### src/rtl/dmem_logger.sv
// dmem_logger: word-addressed data memory with a FWFT write-log FIFO.
// Ports:
//   clk, reset (async, active-low)
//   memwrite, dataadr, writedata: store bus in; readdata: comb read out
//   log_valid/log_ready/log_addr/log_data: head of the store log
//   log_count: occupancy
//   log_overflow, addr_err: sticky error flags
module dmem_logger #(
  parameter int DEPTH_WORDS = 64,
  parameter int LOG_DEPTH   = 8
) (
  input  logic                             clk,
  input  logic                             reset,
  input  logic                             memwrite,
  input  logic [31:0]                      dataadr,
  input  logic [31:0]                      writedata,
  output logic [31:0]                      readdata,
  output logic                             log_valid,
  input  logic                             log_ready,
  output logic [31:0]                      log_addr,
  output logic [31:0]                      log_data,
  output logic [$clog2(LOG_DEPTH+1)-1:0]   log_count,
  output logic                             log_overflow,
  output logic                             addr_err
);

  localparam int AW = $clog2(DEPTH_WORDS);
  localparam int LW = $clog2(LOG_DEPTH);
  localparam int CW = $clog2(LOG_DEPTH+1);

  logic [31:0]   mem    [DEPTH_WORDS];
  logic [31:0]   q_addr [LOG_DEPTH];
  logic [31:0]   q_data [LOG_DEPTH];
  logic [LW-1:0] wr_ptr;
  logic [LW-1:0] rd_ptr;

  logic [AW-1:0] idx;
  logic          in_range;
  logic          aligned;
  logic          wr_ok;
  logic          full;
  logic          pop;
  logic          push_ok;

  assign idx      = dataadr[AW+1:2];
  // power-of-two depth: in range iff all bits above the index are zero
  assign in_range = (dataadr[31:AW+2] == '0);
  assign aligned  = (dataadr[1:0] == 2'b00);
  assign wr_ok    = memwrite && aligned && in_range;

  assign readdata = in_range ? mem[idx] : 32'h0;

  assign log_valid = (log_count != '0);
  assign full      = (log_count == CW'(LOG_DEPTH));
  assign pop       = log_valid && log_ready;
  // a pop in the same cycle frees the slot the push needs
  assign push_ok   = memwrite && (!full || pop);

  assign log_addr = q_addr[rd_ptr];
  assign log_data = q_data[rd_ptr];

  // memory and log storage are not reset; only control state is
  always_ff @(posedge clk or negedge reset) begin
    if (!reset) begin
      wr_ptr       <= '0;
      rd_ptr       <= '0;
      log_count    <= '0;
      log_overflow <= 1'b0;
      addr_err     <= 1'b0;
    end else begin
      if (wr_ok)
        mem[idx] <= writedata;
      if (push_ok) begin
        q_addr[wr_ptr] <= dataadr;
        q_data[wr_ptr] <= writedata;
        wr_ptr         <= wr_ptr + 1'b1;
      end
      if (pop)
        rd_ptr <= rd_ptr + 1'b1;
      unique case (1'b1)
        push_ok && !pop: log_count <= log_count + 1'b1;
        pop && !push_ok: log_count <= log_count - 1'b1;
        default: ;
      endcase
      if (memwrite && !push_ok)
        log_overflow <= 1'b1;
      if (memwrite && !(aligned && in_range))
        addr_err <= 1'b1;
    end
  end

endmodule

### config.mk
export PLATFORM = sky130hd
export DESIGN_NAME = dmem_logger
export DESIGN_NICKNAME = d
export VERILOG_FILES = /design/src/rtl/dmem_logger.sv
export SDC_FILE = /design/constraint.sdc
export NUM_CORES = 2
export LEC_CHECK = 0
export ABC_CLOCK_PERIOD_IN_PS = 7600
export BUFFER_PORTS_ARGS = -buffer_cell sky130_fd_sc_hd__buf_2
export CAP_MARGIN = 15
export CORE_UTILIZATION = 46
export CTS_CLUSTER_SIZE = 12
export DETAILED_ROUTE_END_ITERATION = 8
export GPL_ROUTABILITY_DRIVEN = 0
export SYNTH_ARGS = -nofsm -noshare
export SYNTH_HDL_FRONTEND = slang
export SYNTH_SLANG_ARGS = --single-unit
### constraint.sdc
create_clock -name clk -period 7.6 [get_ports clk]
set_input_delay 0.76 -clock clk [delete_from_list [all_inputs] [get_ports clk]]
set_output_delay 0.76 -clock clk [all_outputs]
set_load 0.03 [all_outputs]
==> Yosys cells after proc, flatten, opt, wreduce, memory -nomap -nowiden <==
Memories as Yosys holds them, arrays and structs flattened.
Cells that the tools add are included.
{ "word_totals": {"regBits": 12, "ram_bits": 2560, "in_bits": 68, "output_inout_bits": 103, "word_cells": 39, "mem_count": 3} }
{ "mem_list": {"columns": ["name", "words", "width", "rd", "rd_ports_with_merged_regs", "write_ports", "line_no", "text"], "rows": [
  ["mem", 64, 32, 1, 0, 1, "31", "logic [31:0] mem [DEPTH_WORDS];"],
  ["q_addr", 8, 32, 1, 0, 1, "32", "logic [31:0] q_addr [LOG_DEPTH];"],
  ["q_data", 8, 32, 1, 0, 1, "33", "logic [31:0] q_data [LOG_DEPTH];"]
]} }
{ "op_classes": {"add_sub_neg": 4, "n_eq_ne": 1, "n_mux": 6, "n_reduce_logical": 20} }
{ "op_table": {"columns": ["cell", "count"], "rows": [
  ["2-to-1 mux 32 bit", 1],
  ["logical NOT 24 bit", 1],
  ["logical AND 1 bit", 11],
  ["case mux 4 bit (2 select lines)", 1],
  ["adder 3 x 1 -> 3 bit, second input constant", 2],
  ["adder 4 x 1 -> 4 bit, second input constant", 1],
  ["== test 4 bit, second input constant", 1],
  ["logical NOT 1 bit", 4],
  ["2-to-1 mux 1 bit", 4],
  ["nonzero test 4 bit", 1],
  ["subtractor 4 x 1 -> 4 bit, second input constant", 1],
  ["logical NOT 2 bit", 1],
  ["nonzero test 2 bit", 1],
  ["logical OR 1 bit", 1]
]} }

==> Logic depth before layout (Yosys ltp) <==
{ "logic_depth": {"word_depth": 7, "mapped_depth": 11, "depth_no_buf": 9} }

==> Worst setup path after synthesis <==
OpenSTA, ideal clock, no wires.
{ "synth_path": {"path_type": "input to register", "startpoint": "in log_ready", "endpoint": "mem q_addr[1][0], enable pin", "setup_ns": 0.565, "arrival_time_ns": 5.711, "required_time_ns": 7.035, "setup_slack_ns": 1.324, "cell_stages": 5, "n_path_buf": 1, "path_cell_list": "nand3b_1 > and2_1 > clkbuf_1 > nand3_1 > nor3_1"} }
{ "synth_between": {"elab_chain_cells": 6} }
{ "synth_rtl": {"columns": ["item", "line_no", "text"], "rows": [
  ["from (decl)", "19", "input logic log_ready,"],
  ["logical AND 1 bit", "55", "assign pop = log_valid && log_ready;"],
  ["logical OR 1 bit", "57", "assign push_ok = memwrite && (!full || pop);"],
  ["logical AND 1 bit", "57", null],
  ["2-to-1 mux 1 bit", "73", "if (push_ok) begin"],
  ["logical AND 1 bit (implied by the code)", "74", "q_addr[wr_ptr] <= dataadr;"],
  ["2-to-1 mux 1 bit (implied by the code)", "74", null],
  ["to (decl)", "32", null]
]} }
No other way between the ends.

==> Worst setup path in the final report <==
{ "layout_path": {"startpoint": "in dataadr[2]", "endpoint": "out readdata[31]"} }
{ "layout_between": {"elab_chain_cells": 2} }
{ "layout_rtl": {"columns": ["item", "line_no", "text"], "rows": [
  ["from (decl)", "15", "input logic [31:0] dataadr,"],
  ["memory (64 x 32 bit)", null, null],
  ["2-to-1 mux 32 bit", "51", "assign readdata = in_range ? mem[idx] : 32'h0;"],
  ["to (decl)", "17", "output logic [31:0] readdata,"]
]} }
No other way between the ends.

==> flow_summary.ini <==
[logic_synthesis]
synth.area.top_cells = edfxtp_1, a221oi_1, mux4_2
ys_warn_count = 0
synthFlopType = edfxtp_1
yosysSeqAreaShare = 0.793
ys_types = 58
ys_seq_elements = 2572
yosys.area.top_type = edfxtp_1
synthesis.area_um2 = 97300
syn_area_per_cell_um2 = 18.9
synthesis.nets = 5208
async_flop_share = 0.00467
syn_inst = 5135
synth_edf_count = 2560
synth_top_area_frac = 0.790

[sta]
fin_worst_skew_ns = 0.0388
timing.fmax_mhz = 170
worst_pin_slew_ns = 1.27
finalHoldViolCount = 0
fin_crit_sh = 0.774
slew_headroom = 0.154
drv_slew = 0
setup_viol = 0
rsz0062_at_grt = no
setup_tns_ns = 0
min_period_ns = 5.89

[clock_tree]
clkTransAtPathRegs_ns = 0.06
ctsHoldBuffers = 1
cts_tree = built
clk_latency_ns = 0.91
clock-root-buffer = clkbuf_16
post_cts_buffers = 0
htree_num_levels = 5
cts.repair.resized = 0
clock-sinks = 2572
cts_buffers = 281
cts_buffer_depth = 4

[finish]
fin_cells = 8349
syn2layout_area_growth_pct = 13.5
nets = 5487
fill_cells = 16500
drive_above_1_share = 0.201

[run]
max_cap_viol_count = 0

[die]
ios = 171
die_w_um = 462
die_h_um = 462
row_count = 168
core-area_um2 = 210000
die_area_um2 = 213000
start_util = 0.463

[setup_path]
required_ns = 6.84
crit_path_start_kind = input port
end_kind = output port
arrival_ns = 5.13
worstPathMaxFanout = 42
critPathKind = input port to output port

[drt]
via_per_inst = 6.54
wl_per_cell_um = 34.3
vias = 54600
drt_iter0_drc = 8231
drtPass1Iterations = 6
routed_wl_um = 286000
drc_errors = 0
ant_nets = 0

[global_routing]
grt-ovfl-total = 0
grt_pass1_wl_um = 403000
grt_start_max_net_pins = 103
grt_pass1_vias = 52500
grt.total_usage = 0.266
antenna_found_initial = 24

[pwr]
vdd_drop_max_v = 0.000289
p_per_area_nw_per_um2 = 291
p_leak_nw = 34.2

[place]
hpwl_um = 159000
place.port_buffers = 170
post-place-cells = 7931

[worst_hold_path]
hold_class = input port to register

[status]
outcome = finished, final reports clean
[flip-flops by register name, summed over array words and instances (netlist names)]
signal	flops
addr_err	1
log_count	4
log_overflow	1
mem	2048
q_addr	256
q_data	256
rd_ptr	3
wr_ptr	3
[power breakdown]
part	internal, mW	total [mW]	switching [mW]
Sequential	15.9	16.1	0.211
Clock	6.87	12.0	5.18
Combinational	1.47	4.03	2.56
Total	24.2	32.1	7.95
[cell families (layout without fill, tap and decap cells)]
family                     count (synthesis)  in the layout  synth area share
xor gates and xnor gates                   7              7          0.000630
muxes                                    451            451            0.0678
adders and majority gates                  5              5          0.000720
DFF                                     2572           2572             0.793
other                                      0              4                 0
buffers and inverters                    391            796            0.0170
AOI/OAI and AO/OA                       1292           1292             0.102
and+or+nand+nor                          417            417            0.0187
[path summary, 6_finish.rpt]
path / start / endpoint / slack, ns / cells past startpoint
max: dataadr[2] / readdata[31] / 1.71 / 9
min: dataadr[27] / q_addr[4][27]$_DFFE_PP_ / 0.15 / 1
max reg2reg: log_count[2]$_DFFE_PN0P_ / q_data[4][14]$_DFFE_PP_ / 4.36 / 6
min reg2reg: log_overflow$_DFFE_PN0P_ / log_overflow$_DFFE_PN0P_ / 0.50 / 1
max in group asynchronous: reset / rd_ptr[0]$_DFFE_PN0N_ / 6.99 / 2
min in group asynchronous: reset / rd_ptr[2]$_DFFE_PN0N_ / 0.32 / 2
[routing by layer]
metal  GRT usage  routed length [um]
met1       0.379              115000
met2       0.400              129000
met3      0.0621               30500
met4       0.101               12000
met5           0                 123
[per-stage QoR]
stage          hold slack [ns]   util  cell area [um^2]  power, mW  setup slack [ns]
2_1_floorplan            0.464      -             97300       18.9              1.32
3_3_place_gp             0.464  0.488            103000       20.4              1.84
3_5_place_dp             0.481  0.489            103000       20.4              1.84
4_1_cts                 0.0827  0.526            110000       32.3              1.83
5_1_grt                  0.122  0.526            110000       33.0              1.80
6_report                 0.145  0.526            110000       32.1              1.71
[synthesized netlist by cell type, drive strengths merged, types with 31 or more instances]
library cell and instances:
edfxtp 2560, a221oi 466, nor2 257, a22oi 240, clkbuf 211, buf 173
mux2 164, mux4 150, o22ai 140, mux2i 137, o21ai 136, a22o 75
a21oi 71, nand2 54, nor3 37, a41oi 31
[critical path, stage by stage]
cell and delay [ns]:
buf_4 0.48, nor2b_4 0.92, buf_12 0.35, a221oi_1 0.14, nor2_1 0.37, or3_1 0.24
o211ai_1 0.32, a41oi_1 1.01, buf_2 0.36
[layout make-up]
class / count / area (um^2) / share of cell area
diodes: 4 / 10.0 / 0.0000906
clock buffers: 354 / 7500 / 0.0679
clock inverters: 55 / 254 / 0.00230
inverters: 7 / 38.8 / 0.000351
multi-input cells: 2172 / 19200 / 0.174
flip-flops and latches: 2572 / 77200 / 0.699
well taps: 2805 / 3510 / 0.0318
repair buffers: 380 / 2800 / 0.0253
[placed cells by master, fill, tap and decap left out, types with 71 or more instances in the layout]
cell type and n:
edfxtp_1 2560, a221oi_1 465, clkbuf_16 290, a22oi_1 240, nor2_1 182, buf_4 182, buf_2 167, mux2_2 164
mux4_2 150, o22ai_1 140, mux2i_1 137, o21ai_0 136, a22o_1 75, nor2_4 72, a21oi_1 71
No activity file was read; power rests on OpenSTA's default activity.
